--- src/rtl/dff_bank_arbiter.sv ---
// Shared WIDTH-bit storage register written by N_REQ requesters under
// round-robin arbitration with a per-grant burst limit.
module dff_bank_arbiter #(
  parameter  int N_REQ     = 4,
  parameter  int WIDTH     = 8,
  parameter  int MAX_BURST = 2,
  localparam int OW        = (N_REQ > 1) ? $clog2(N_REQ) : 1,
  localparam int BW        = $clog2(MAX_BURST + 1)
) (
  input  logic                   clk,
  input  logic                   reset,
  input  logic [N_REQ-1:0]       req,
  input  logic [N_REQ*WIDTH-1:0] wdata,
  output logic [N_REQ-1:0]       gnt,
  output logic [OW-1:0]          owner,
  output logic [WIDTH-1:0]       q,
  output logic [WIDTH-1:0]       q_bar,
  output logic                   wr_done
);

  typedef enum logic {IDLE, OWN} state_t;

  state_t           state, state_n;
  logic [OW-1:0]    ptr, ptr_n, owner_n, base, cand, pick;
  logic [BW-1:0]    burst_cnt, burst_n, burst_next;
  logic [N_REQ-1:0] gnt_n;
  logic [WIDTH-1:0] q_n, sel_data;
  logic             wr_done_n, write_en, release_now, rearb, found;

  // Explicit mux so unknowns on non-owner lanes cannot reach q.
  always_comb begin
    sel_data = '0;
    for (int i = 0; i < N_REQ; i++) begin
      if (owner == OW'(i)) sel_data = wdata[i*WIDTH +: WIDTH];
    end
  end

  assign write_en    = (state == OWN) && req[owner];
  assign burst_next  = burst_cnt + 1'b1;
  assign release_now = (state == OWN) && (!req[owner] || (burst_next == BW'(MAX_BURST)));
  assign rearb       = (state == IDLE) || release_now;
  // A releasing owner becomes the pointer, so it is searched last.
  assign base        = release_now ? owner : ptr;

  always_comb begin
    found = 1'b0;
    pick  = '0;
    cand  = base;
    for (int k = 0; k < N_REQ; k++) begin
      cand = (cand == OW'(N_REQ - 1)) ? '0 : cand + 1'b1;
      if (!found && req[cand]) begin
        found = 1'b1;
        pick  = cand;
      end
    end
  end

  always_comb begin
    state_n   = state;
    gnt_n     = gnt;
    owner_n   = owner;
    ptr_n     = ptr;
    burst_n   = burst_cnt;
    q_n       = q;
    wr_done_n = 1'b0;

    if (write_en) begin
      q_n       = sel_data;
      wr_done_n = 1'b1;
      burst_n   = burst_next;
    end

    if (release_now) begin
      ptr_n   = owner;
      burst_n = '0;
    end

    if (rearb) begin
      if (found) begin
        gnt_n       = '0;
        gnt_n[pick] = 1'b1;
        owner_n     = pick;
        state_n     = OWN;
      end else begin
        gnt_n   = '0;
        state_n = IDLE;
      end
    end
  end

  always_ff @(posedge clk) begin
    if (reset) begin
      state     <= IDLE;
      gnt       <= '0;
      owner     <= '0;
      ptr       <= OW'(N_REQ - 1);
      burst_cnt <= '0;
      q         <= '0;
      wr_done   <= 1'b0;
    end else begin
      state     <= state_n;
      gnt       <= gnt_n;
      owner     <= owner_n;
      ptr       <= ptr_n;
      burst_cnt <= burst_n;
      q         <= q_n;
      wr_done   <= wr_done_n;
    end
  end

  assign q_bar = ~q;

endmodule
--- config.mk ---
export PLATFORM = sky130hd
export DESIGN_NAME = dff_bank_arbiter
export DESIGN_NICKNAME = d
export VERILOG_FILES = /design/src/rtl/dff_bank_arbiter.sv
export SDC_FILE = /design/constraint.sdc
export NUM_CORES = 1
export LEC_CHECK = 0
export ABC_CLOCK_PERIOD_IN_PS = 2500
export BUFFER_PORTS_ARGS = -buffer_cell sky130_fd_sc_hd__buf_2
export CAP_MARGIN = 20
export CORE_ASPECT_RATIO = 0.7
export CORE_MARGIN = 3
export CORE_UTILIZATION = 45
export CTS_CLUSTER_DIAMETER = 60
export DETAILED_ROUTE_END_ITERATION = 8
export GPL_TIMING_DRIVEN = 0
export PLACE_DENSITY_LB_ADDON = 0.15
export SLEW_MARGIN = 25
export SYNTH_ARGS = -nofsm -noshare
export SYNTH_HDL_FRONTEND = slang
export SYNTH_SLANG_ARGS = --single-unit
--- constraint.sdc ---
create_clock -name clk -period 2.5 [get_ports clk]
set_clock_uncertainty 0.1 [all_clocks]
set_input_delay 0.25 -clock clk [delete_from_list [all_inputs] [get_ports clk]]
set_output_delay 0.25 -clock clk [all_outputs]
set_load 0.01 [all_outputs]
Word level (Yosys, flattened, before mapping)
Index checks and enable logic that the tools add are counted.
{"block": "op_classes", "n_reduce_logical": 15, "muxes": 32, "add_sub_neg": 5, "n_lt_le_gt_ge": 7, "n_bitwise": 2, "eq_ne": 8}
{"op": "$mux W8", "count": 4}
{"op": "$lt A2 B3 Y1 const B", "count": 6}
{"op": "$mux W2", "count": 9}
{"op": "$eq A2 B2 Y1 const B", "count": 7}
{"op": "$mux W1", "count": 12}
{"op": "$add A2 B1 Y2 const B", "count": 5}
{"op": "$bmux W1 S2", "count": 5}
{"op": "$not A8 Y8", "count": 1}
{"op": "$logic_and A1 B1 Y1", "count": 6}
{"op": "$logic_not A1 Y1", "count": 4}
{"op": "$mux W4", "count": 1}
{"op": "$demux W1 S2", "count": 1}
{"op": "$eq A2 B1 Y1 const B", "count": 1}
{"op": "$ge A2 B1 Y1 const B", "count": 1}
{"op": "$logic_not A2 Y1", "count": 1}
{"op": "$logic_or A1 B1 Y1", "count": 2}
{"op": "$reduce_and A2 Y1", "count": 1}
{"op": "$reduce_or A2 Y1", "count": 1}
{"op": "$not A1 Y1", "count": 1}
{"block": "totals", "inputBits": 38, "word_cells": 76, "ff_bits": 20, "output_inout_bits": 23}

Logic depth before layout (Yosys ltp)
Gate-level depths: netlist of run 1.
{"block": "depth", "ltp_word": 25, "ltp_mapped": 10, "mapped_depth_nobuf": 9}

Least setup slack after synthesis of run 1
Ideal clock, no wire load.
{"block": "synth_timing", "path_type": "register to register", "from": "reg owner[0]", "to": "reg owner[1]", "setup_time_ns": 0.127, "slack_ns": 0.380, "arrival_ns": 1.894, "stages_incl_launch_ff": 8, "period_less_slack_ns": 2.120, "path_buffers": 0, "required_ns": 2.273, "cell_sequence": "dfxtp_1 -> mux2_2 -> a221oi_4 -> nand2_2 -> and3_4 -> o31a_1 -> a21oi_1 -> nor2_1"}
{"block": "synth_between", "elab_chain_len": 21, "word_cells_on_any_way": 42, "classes_between": "4 x add/sub; 4 x eq/ne; 23 x mux; 11 x reduce/logical"}
{"item": "start: declaration", "line_no": "15", "rtl": "output logic [OW-1:0] owner,"}
{"item": "start signal: assignment", "line_no": "103", "rtl": "owner <= owner_n;"}
{"item": "parallel branches: the longest is 21 deep, another holds $add A2 B1 Y2"}
Several ways; the timed one is not identified. The select of a mux whose other input is x is not followed.
A chain may end at the register's enable or synchronous reset.

Final worst setup path of run 1
{"block": "layout_timing", "from": "reg burst_cnt[1]", "to": "reg gnt[0]"}
{"block": "layout_between", "elab_chain_len": 24, "word_cells_on_any_way": 46, "classes_between": "5 x add/sub; 2 x order compare; 5 x eq/ne; 24 x mux; 10 x reduce/logical"}
{"item": "start: declaration", "line_no": "25", "rtl": "logic [BW-1:0] burst_cnt, burst_n, burst_next;"}
{"item": "start signal: assignment", "line_no": "105", "rtl": "burst_cnt <= burst_n;"}
{"item": "$add A2 B1 Y2 (*)", "line_no": "39", "rtl": "assign burst_next = burst_cnt + 1'b1;"}
{"item": "$eq A2 B2 Y1 (*)", "line_no": "40", "rtl": "assign release_now = (state == OWN) && (!req[owner] || (burst_next == BW'(MAX_BURST)));"}
{"item": "$logic_or A1 B1 Y1 (*)", "line_no": "40"}
{"item": "$logic_and A1 B1 Y1 (*)", "line_no": "40"}
{"item": "parallel branches: the longest is 20 deep, another holds $add A2 B1 Y2"}
{"item": "end signal: assignment", "line_no": "102", "rtl": "gnt <= gnt_n;"}
{"item": "end: declaration", "line_no": "14", "rtl": "output logic [N_REQ-1:0] gnt,"}
Mark *: on every way between the ends. The select of a mux whose other input is x is not followed.

==> results of run 1 <==
==> cells by family (layout without fill, tap and decap cells) <==
family          after synthesis  after routing  synth area share
fa+ha+maj                     1              1            0.0101
buf+inv                      17             79            0.0800
mux                          24             24             0.283
flops                        20             20             0.324
simple gates                 45             45             0.189
compound gates               16             16             0.113
==> sequential cells by signal, indices dropped and copies added (netlist names) <==
register	flops
ptr	2
q	8
state	1
wr_done	1
burst_cnt	2
owner	2
gnt	4
==> timing repair <==
item | 4_1_cts | 5_1_grt
setup endpoints to repair | 0 | 3
gates resized for setup | 0 | 2
endpoints found under the hold margin | 0 | 0
==> worst max-delay path, delay by kind of cell (launching register included) <==
kind | cells | cell delay (ns)
flops | 1 | 0.33
buf+inv | 1 | 0.04
fa+ha+maj | 1 | 0.21
mux | 2 | 0.67
compound gates | 2 | 0.45
simple gates | 3 | 0.41
==> power groups by stage <==
stage,registers [uW],clock network [uW],logic [uW]
after floorplan,422,0,324
after global placement,406,0,459
after detailed placement,409,0,474
after CTS,403,210,476
after global routing,410,226,529
final,404,202,480
==> final cells by class <==
cell class / instances / area (um^2)
Buffer: 7 / 61.3
Clock buffer: 3 / 41.3
Fill cell: 212 / 907
Inverter: 10 / 37.5
Multi-Input combinational cell: 86 / 748
Sequential cell: 20 / 400
Tap cell: 34 / 42.5
Timing Repair Buffer: 59 / 295
==> cell usage after synthesis, types with 2 or more instances <==
cell type	instances	area, um^2
a21oi_1	5	25.0
clkbuf_1	3	11.3
dfxtp_1	20	400
inv_1	10	37.5
mux2i_1	13	130
mux2i_2	2	27.5
mux4_2	8	180
nand2_1	3	11.3
nand2b_1	4	25.0
nor2_1	24	90.1
nor2b_1	3	18.8
o211ai_1	2	15.0
or2b_1	2	15.0
==> routing by layer <==
layer  wire (um)  up-vias  track usage
met4          57        0       0.0891
met3         182       10       0.0638
met1        1270      534        0.226
li1            -      557            -
met5           0        -            0
met2        1430       45        0.311
==> stage by stage <==
stage / setup slack, ns / util / hold slack [ns] / std cells
after CTS: 0.0899 / 0.637 / 0.129 / 219
after detailed placement: 0.130 / 0.621 / 0.355 / 216
final: 0.172 / 0.642 / 0.131 / 219
after global routing: 0.0308 / 0.642 / 0.130 / 219
after global placement: 0.228 / 0.621 / 0.341 / 216
after floorplan: 0.380 / - / 0.280 / 123
==> how the worst max path moves through the flow <==
| stage | slack, ns | to | cells after the start | startpoint |
|---|---|---|---|---|
| finish | 0.17 | gnt[0] | 9 | burst_cnt[1] |
| floorplan | 0.38 | owner[1] | 7 | owner[0] |
| global placement | 0.23 | gnt[3] | 9 | burst_cnt[1] |
| CTS | 0.09 | gnt[0] | 9 | burst_cnt[1] |
| detailed placement | 0.13 | gnt[0] | 9 | burst_cnt[1] |
| global route | 0.03 | gnt[3] | 9 | burst_cnt[1] |
==> flow_summary.toml, run 1 <==
[finish]
layout_commonest_cell = "buf_2"
final_nets = 226
diodes = 0
final_area_mm2 = 0.00163
final_layout_size_suffix_gt1_frac = 0.470
final_cell_mix = "60 x buf_2, 24 x nor2_1, 20 x dfxtp_1, 12 x mux2i_1, 10 x inv_1"
syn_to_final_growth_pct = 31.7

[global_route]
grt_pass1_vias = 1180
grt_max_degree = 11
grt_pass1_wl_mm = 4.95
grt_overflow = 0
grtUsageTotal = 0.192
antenna_found_initial = 0

[floorplanning]
die_height_um = 49.8
rows = 15
pin_count = 61
fp.dieW_um = 68.6
initial_utilization = 0.487
die_area_mm2 = 0.00342
coreArea_mm2 = 0.00253

[placement]
port_buffers = 59
dp_hpwl_mm = 2.35
dpl_cell_area_mm2 = 0.00157
gp_congestion = 0.868

[critical_path]
critPathMaxFanout = 5
worstPathRequired_ns = 2.54
r2r-start = "burst_cnt[1]"
r2r_slack_ns = 0.17
crit_slowest_cell = "mux2i_4"
cp_cell_sequence = "inv_1, ha_1, or2_1, o221ai_2, mux2i_4, mux2i_2, nor3_4, a22oi_1, nor2_1"
crit_path_end_kind = "register"
crit_path_start_kind = "register"
r2r_cells = 9
cpPeakStageDelay_ns = 0.35
r2r_end = "gnt[0]"
worst-setup-path-type = "reg2reg"
critPathArrivalTime_ns = 2.37

[sta]
min_period_ns = 2.33
drv_slew = 0
fmax_mhz = 430
tightest_slew_ns = 0.577
finalCritPeriodShare = 0.931
finalHoldViolCount = 0
rsz0062_at_grt = "false"
setup_tns_ns = 0
slew_headroom = 0.615
setup_viol = 0

[clock_tree]
numCtsBuffers = 3
clkSlewWorstSetupHoldPaths_ns = 0.07
cts.root.buffer_cell = "clkbuf_8"
clk_latency_ns = 0.25
clock_path_buffers = 2
h-tree-depth = 1
cts.sinks = 20
cts_setup_buffers = 0
hold_buffers = 0
tritoncts = "yes"

[yosys]
synth_area_per_cell_um2 = 10.0
synth_edf_count = 0
syn_nets = 162
ys_ff_latch = 20
syn_inst = 123
async_flop_share = 0
seq_area_frac_synth = 0.324
syn-cell-area_mm2 = 0.00123
ys.flop_type = "dfxtp_1"
synth_warnings = 0
synth_cell_types = 37

[pwr]
clkPwrFrac = 0.186
seqPwrFrac = 0.372
peakVddDrop_v = 0.000469
internal_power_uw = 717
leakagePower_uw = 0.000746
p_sw_frac = 0.339
p_switching_uw = 368
p_comb_frac = 0.442
powerDensity_mw_per_mm2 = 667
power.total_uw = 1090

[run]
maxCapViolations = 0

[outcome]
status = "completed"

[drt]
route.vias.total = 1146
post-route-drc-count = 0
via_per_inst = 5.23
wl_per_cell_um = 13.4
first_pass_iters = 4
ant_nets = 0
drtIter0Drc = 28
totalWireLength_mm = 2.94

[hold_path]
holdPathStages = 2
holdCritPathClass = "in2reg"
whs_endpoint = "q[3]"
hp-start = "reset"
(Power assumes the default switching activity.)
==> inputs of run 2 (changes only) <==
--- a/config.mk
+++ b/config.mk
@@ -8,9 +8,12 @@
 export ABC_CLOCK_PERIOD_IN_PS = 2500
 export BUFFER_PORTS_ARGS = -buffer_cell sky130_fd_sc_hd__buf_2
 export CAP_MARGIN = 20
+export CELL_PAD_IN_SITES_DETAIL_PLACEMENT = 0
+export CELL_PAD_IN_SITES_GLOBAL_PLACEMENT = 1
 export CORE_ASPECT_RATIO = 0.7
 export CORE_MARGIN = 3
-export CORE_UTILIZATION = 45
+export CORE_UTILIZATION = 34
+export CTS_BUF_LIST = sky130_fd_sc_hd__clkbuf_4
 export CTS_CLUSTER_DIAMETER = 60
 export DETAILED_ROUTE_END_ITERATION = 8
 export GPL_TIMING_DRIVEN = 0
==> flow_summary.toml, run 2 (synthesis gave the netlist of run 1 again) <==
[drt]
post-route-drc-count = 0
via_per_inst = 4.71
wl_met2_mm = 1.49
ant_nets = 0
wl_met3_um = 158
first_pass_iters = 4
wl_per_cell_um = 12.9
route.vias.total = 1102
dr.max_layer_used = "met4"
wl_met1_mm = 1.36
drtIter0Drc = 33
totalWireLength_mm = 3.02

[finish]
final_nets = 227
reg_top3 = "q (8), gnt (4)"
layout_commonest_cell = "buf_2"
final_cell_mix = "60 x buf_2, 24 x nor2_1, 20 x dfxtp_1, 12 x mux2i_1, 10 x inv_1"
diodes = 0
syn_to_final_growth_pct = 32.4
largest_reg_flops = 8
regMostFlops = "q"
final_layout_size_suffix_gt1_frac = 0.471

[critical_path]
cp_cell_sequence = "inv_1, ha_1, or2_1, o221ai_2, mux2i_4, mux2i_2, nor3_4, nand2b_1, a21oi_1"
r2r_cells = 9
cpPeakStageDelay_ns = 0.36
critPathArrivalTime_ns = 2.48
worst-setup-path-type = "reg2reg"
crit_path_start_kind = "register"
worstPathRequired_ns = 2.64
critPathMaxFanout = 5
crit_path_end_kind = "register"
crit_slowest_cell = "dfxtp_1"

[clock_tree]
tritoncts = "yes"
numCtsBuffers = 3
cts.root.buffer_cell = "clkbuf_4"
clk_latency_ns = 0.31
clock_path_buffers = 2
hold_buffers = 0
clkSlewWorstSetupHoldPaths_ns = 0.12
h-tree-depth = 1
cts.sinks = 20

[sta]
fmax_mhz = 429
setup_viol = 0
tightest_slew_ns = 0.575
setup_tns_ns = 0
finalHoldViolCount = 0
rsz0062_at_grt = "false"
min_period_ns = 2.33
drv_slew = 0
finalCritPeriodShare = 0.933
slew_headroom = 0.616

[floorplanning]
die_area_mm2 = 0.00440
die_height_um = 56.4
coreArea_mm2 = 0.00332
initial_utilization = 0.372
fp.dieW_um = 78.0
rows = 17
pin_count = 61

[global_route]
grt_pass1_wl_mm = 5.15
antenna_found_initial = 0
grt_pass1_vias = 1116
grt_max_degree = 12
grtUsageTotal = 0.142
grt_overflow = 0

[pwr]
power.total_uw = 1050
peakVddDrop_v = 0.000293
leakagePower_uw = 0.000745
powerDensity_mw_per_mm2 = 644

[placement]
gp_congestion = 0.708
port_buffers = 59
dp_hpwl_mm = 2.38

[hold_path]
holdPathStages = 2
holdCritPathClass = "in2reg"

[outcome]
status = "completed"

[run]
maxCapViolations = 0
-- run 2: cell count changes in the layout (fill, tap and decap cells not counted), sizes merged --
cell / previous run / this run
buf: 62 / 63
clkinv: 0 / 1
-- run 2: final timing paths --
check | start | to | slack, ns
worst max-delay path | burst_cnt[1] | gnt[1] | 0.17
worst min-delay path | reset | q[1] | 0.06
worst max register to register | burst_cnt[1] | gnt[1] | 0.17
worst min register to register | gnt[1] | gnt[1] | 0.36
-- run 2: metrics by stage --
stage	hold WS, ns	std cells	worst slack (ns)	area, um^2	utilization
final	0.0627	234	0.169	1640	0.493
after CTS	0.0561	233	0.0628	1620	0.487
after global routing	0.0531	234	0.000835	1640	0.493
after floorplan	0.280	123	0.380	1230	-
after detailed placement	0.353	229	0.0974	1590	0.479
after global placement	0.340	229	0.201	1590	0.479
-- run 2: cell type report --
type,count,area [um^2]
repair buffers,60,303
clock buffers,3,22.5
flip-flops and latches,20,400
clock inverters,1,3.75
well taps,47,58.8
inverters,10,37.5
multi-input cells,86,748
plain buffers,7,61.3
fillers,340,1680
-- run 2: report_power, final --
group	internal (uW)	leakage, uW	switching [uW]	total, uW
sequential	364	0.000164	38.0	402
clock	58.4	0.0000154	106	165
combinational	252	0.000565	235	486
total	674	0.000745	379	1050
-- run 2: worst max-delay path, delay by kind of cell (launching register included) --
family	cells	cell delay, ns
AOI/OAI and AO/OA	2	0.38
adders and majority gates	1	0.22
buffers and inverters	1	0.05
DFF	1	0.36
muxes	2	0.66
and+or+nand+nor	3	0.51
-- run 2: metal layers --
layer / global-route usage / up-vias
met3: 0.0417 / 2
met4: 0.0200 / 0
met1: 0.184 / 516
met5: 0 / -
met2: 0.241 / 27
li1: - / 557
-- run 2: what timing repair did --
item / in CTS / in global routing
resized for setup: 0 / 2
setup endpoints to repair: 0 / 3
endpoints found under the hold margin: 0 / 0
buffers inserted: 0 / 1
==> inputs of run 3 (changes only) <==
--- a/config.mk
+++ b/config.mk
@@ -10,7 +10,7 @@
 export CAP_MARGIN = 20
 export CELL_PAD_IN_SITES_DETAIL_PLACEMENT = 0
 export CELL_PAD_IN_SITES_GLOBAL_PLACEMENT = 1
-export CORE_ASPECT_RATIO = 0.7
+export CORE_ASPECT_RATIO = 1.25
 export CORE_MARGIN = 3
 export CORE_UTILIZATION = 34
 export CTS_BUF_LIST = sky130_fd_sc_hd__clkbuf_4
==> flow_summary.toml, run 3 (synthesis gave the netlist of run 1 again) <==
[critical_path]
worst-setup-path-type = "reg2reg"
crit_path_start_kind = "register"
r2r_slack_ns = 0.19
cpPeakStageDelay_ns = 0.51
cp_cell_sequence = "mux2_2, a221oi_4, and2_2, o21ai_0, nor3_4, nand2b_1, a21oi_1"
critPathMaxFanout = 5
r2r_cells = 7
r2r_end = "gnt[3]"
crit_family = "simple AND/OR/NAND/NOR gates"
crit_slowest_cell = "dfxtp_1"
r2r-start = "owner[0]"
crit_buf_inv = 0
worstPathRequired_ns = 2.59
startpoint = "owner[0]"
critPathArrivalTime_ns = 2.40
crit_path_end_kind = "register"
worst-path-stages = 7
endpoint = "gnt[3]"

[finish]
reg_top3 = "q (8), gnt (4)"
final_cell_mix = "60 x buf_2, 24 x nor2_1, 20 x dfxtp_1, 13 x mux2i_1, 10 x inv_1"
regMostFlops = "q"
num-fill-cells = 349
syn_to_final_growth_pct = 32.6
layout_commonest_cell = "buf_2"
multi_input_area_um2 = 744
final_nets = 226
final_cell_count_no_fill = 223
largest_reg_flops = 8
seq_area_um2 = 400
final_area_mm2 = 0.00164
diodes = 0
final_layout_size_suffix_gt1_frac = 0.468
utilization = 0.491

[placement]
port_buffers = 59
dpl_cell_area_mm2 = 0.00158
gp_congestion = 0.771
dp_hpwl_mm = 2.44
placedCellCount = 219

[global_route]
grt_max_degree = 13
grt_overflow = 0
grt_pass1_vias = 1056
antenna_found_initial = 0
grt_pass1_wl_mm = 4.80
grtUsageTotal = 0.143

[clock_tree]
clock_path_buffers = 2
tritoncts = "yes"
h-tree-depth = 1
cts-resized-gates = 0
clk_latency_ns = 0.30
cts.root.buffer_cell = "clkbuf_4"
clkSlewWorstSetupHoldPaths_ns = 0.12
cts.sinks = 20
hold_buffers = 0
cts_setup_buffers = 0
numCtsBuffers = 3

[pwr]
p_comb_frac = 0.414
powerDensity_mw_per_mm2 = 700
peakVddDrop_v = 0.000388
p_switching_uw = 376
clkPwrFrac = 0.234
p_sw_frac = 0.328
seqPwrFrac = 0.352
leakagePower_uw = 0.000753
internal_power_uw = 770

[drt]
ant_nets = 0
first_pass_iters = 4
via_per_inst = 5.00
route.vias.total = 1115
drtIter0Drc = 8
totalWireLength_mm = 3.07
post-route-drc-count = 0
wl_per_cell_um = 13.8

[sta]
finalCritPeriodShare = 0.925
setup_tns_ns = 0
min_period_ns = 2.31
rsz0062_at_grt = "false"
setup_viol = 0
drv_slew = 0
slew_headroom = 0.601
finalHoldViolCount = 0
hold_ws_ns = 0.0712
fmax_mhz = 432
tightest_slew_ns = 0.599

[floorplanning]
fp.dieW_um = 59.9
die_height_um = 73.4
initial_utilization = 0.370
die_area_mm2 = 0.00440
coreArea_mm2 = 0.00334
pin_count = 61
rows = 23

[run]
maxCapViolations = 0

[outcome]
status = "completed"

[hold_path]
holdCritPathClass = "in2reg"
run 3: changes by cell type in the layout (fill, tap and decap cells not counted):
cell / previous run / this run
mux2i_2: 2 / 1
clkinv_1: 1 / 0
mux2i_1: 12 / 13
buf_4: 1 / 0
bufinv_16: 0 / 1
run 3: layout make-up:
type,count,share of cell area
repair buffers,59,0.180
multi-input cells,86,0.455
well taps,37,0.0283
plain buffers,7,0.0374
flip-flops and latches,20,0.244
inverters,10,0.0229
clock inverters,1,0.0183
clock buffers,3,0.0138
run 3: worst register-to-register path, stage by stage (launching register included):
cell      delay [ns]
dfxtp_1         0.51
mux2_2          0.42
a221oi_4        0.30
and2_2          0.23
o21ai_0         0.19
nor3_4          0.26
nand2b_1        0.14
a21oi_1         0.05
run 3: power by group through the flow:
stage / logic, uW / clock network (uW) / registers, uW
floorplan: 324 / 0 / 422
global placement: 465 / 0 / 407
detailed placement: 476 / 0 / 410
CTS: 478 / 276 / 403
global route: 525 / 286 / 409
finish: 475 / 268 / 403
run 3: per-layer routing:
| metal | share of wire | routed length [um] | vias up | GRT usage |
|---|---|---|---|---|
| met2 | 0.54 | 1650 | 39 | 0.275 |
| li1 | - | - | 557 | - |
| met3 | 0.078 | 238 | 2 | 0.0246 |
| met5 | 0 | 0 | - | 0 |
| met1 | 0.38 | 1160 | 517 | 0.151 |
| met4 | 0.0062 | 19 | 0 | 0.0443 |
run 3: worst min-delay path by stage:
stage | from | to | slack (ns) | cells after the start
after floorplan | req[3] | state | 0.28 | 2
after global placement | gnt[3] | gnt[3] | 0.34 | 2
after detailed placement | gnt[3] | gnt[3] | 0.35 | 2
after CTS | reset | gnt[0] | 0.07 | 2
after global routing | reset | gnt[0] | 0.06 | 2
final | reset | gnt[0] | 0.07 | 2
run 3: stage by stage:
step,setup WS [ns],power [uW]
global route,0.0139,1220
finish,0.187,1150
floorplan,0.380,745
global placement,0.220,872
detailed placement,0.164,886
CTS,0.128,1160
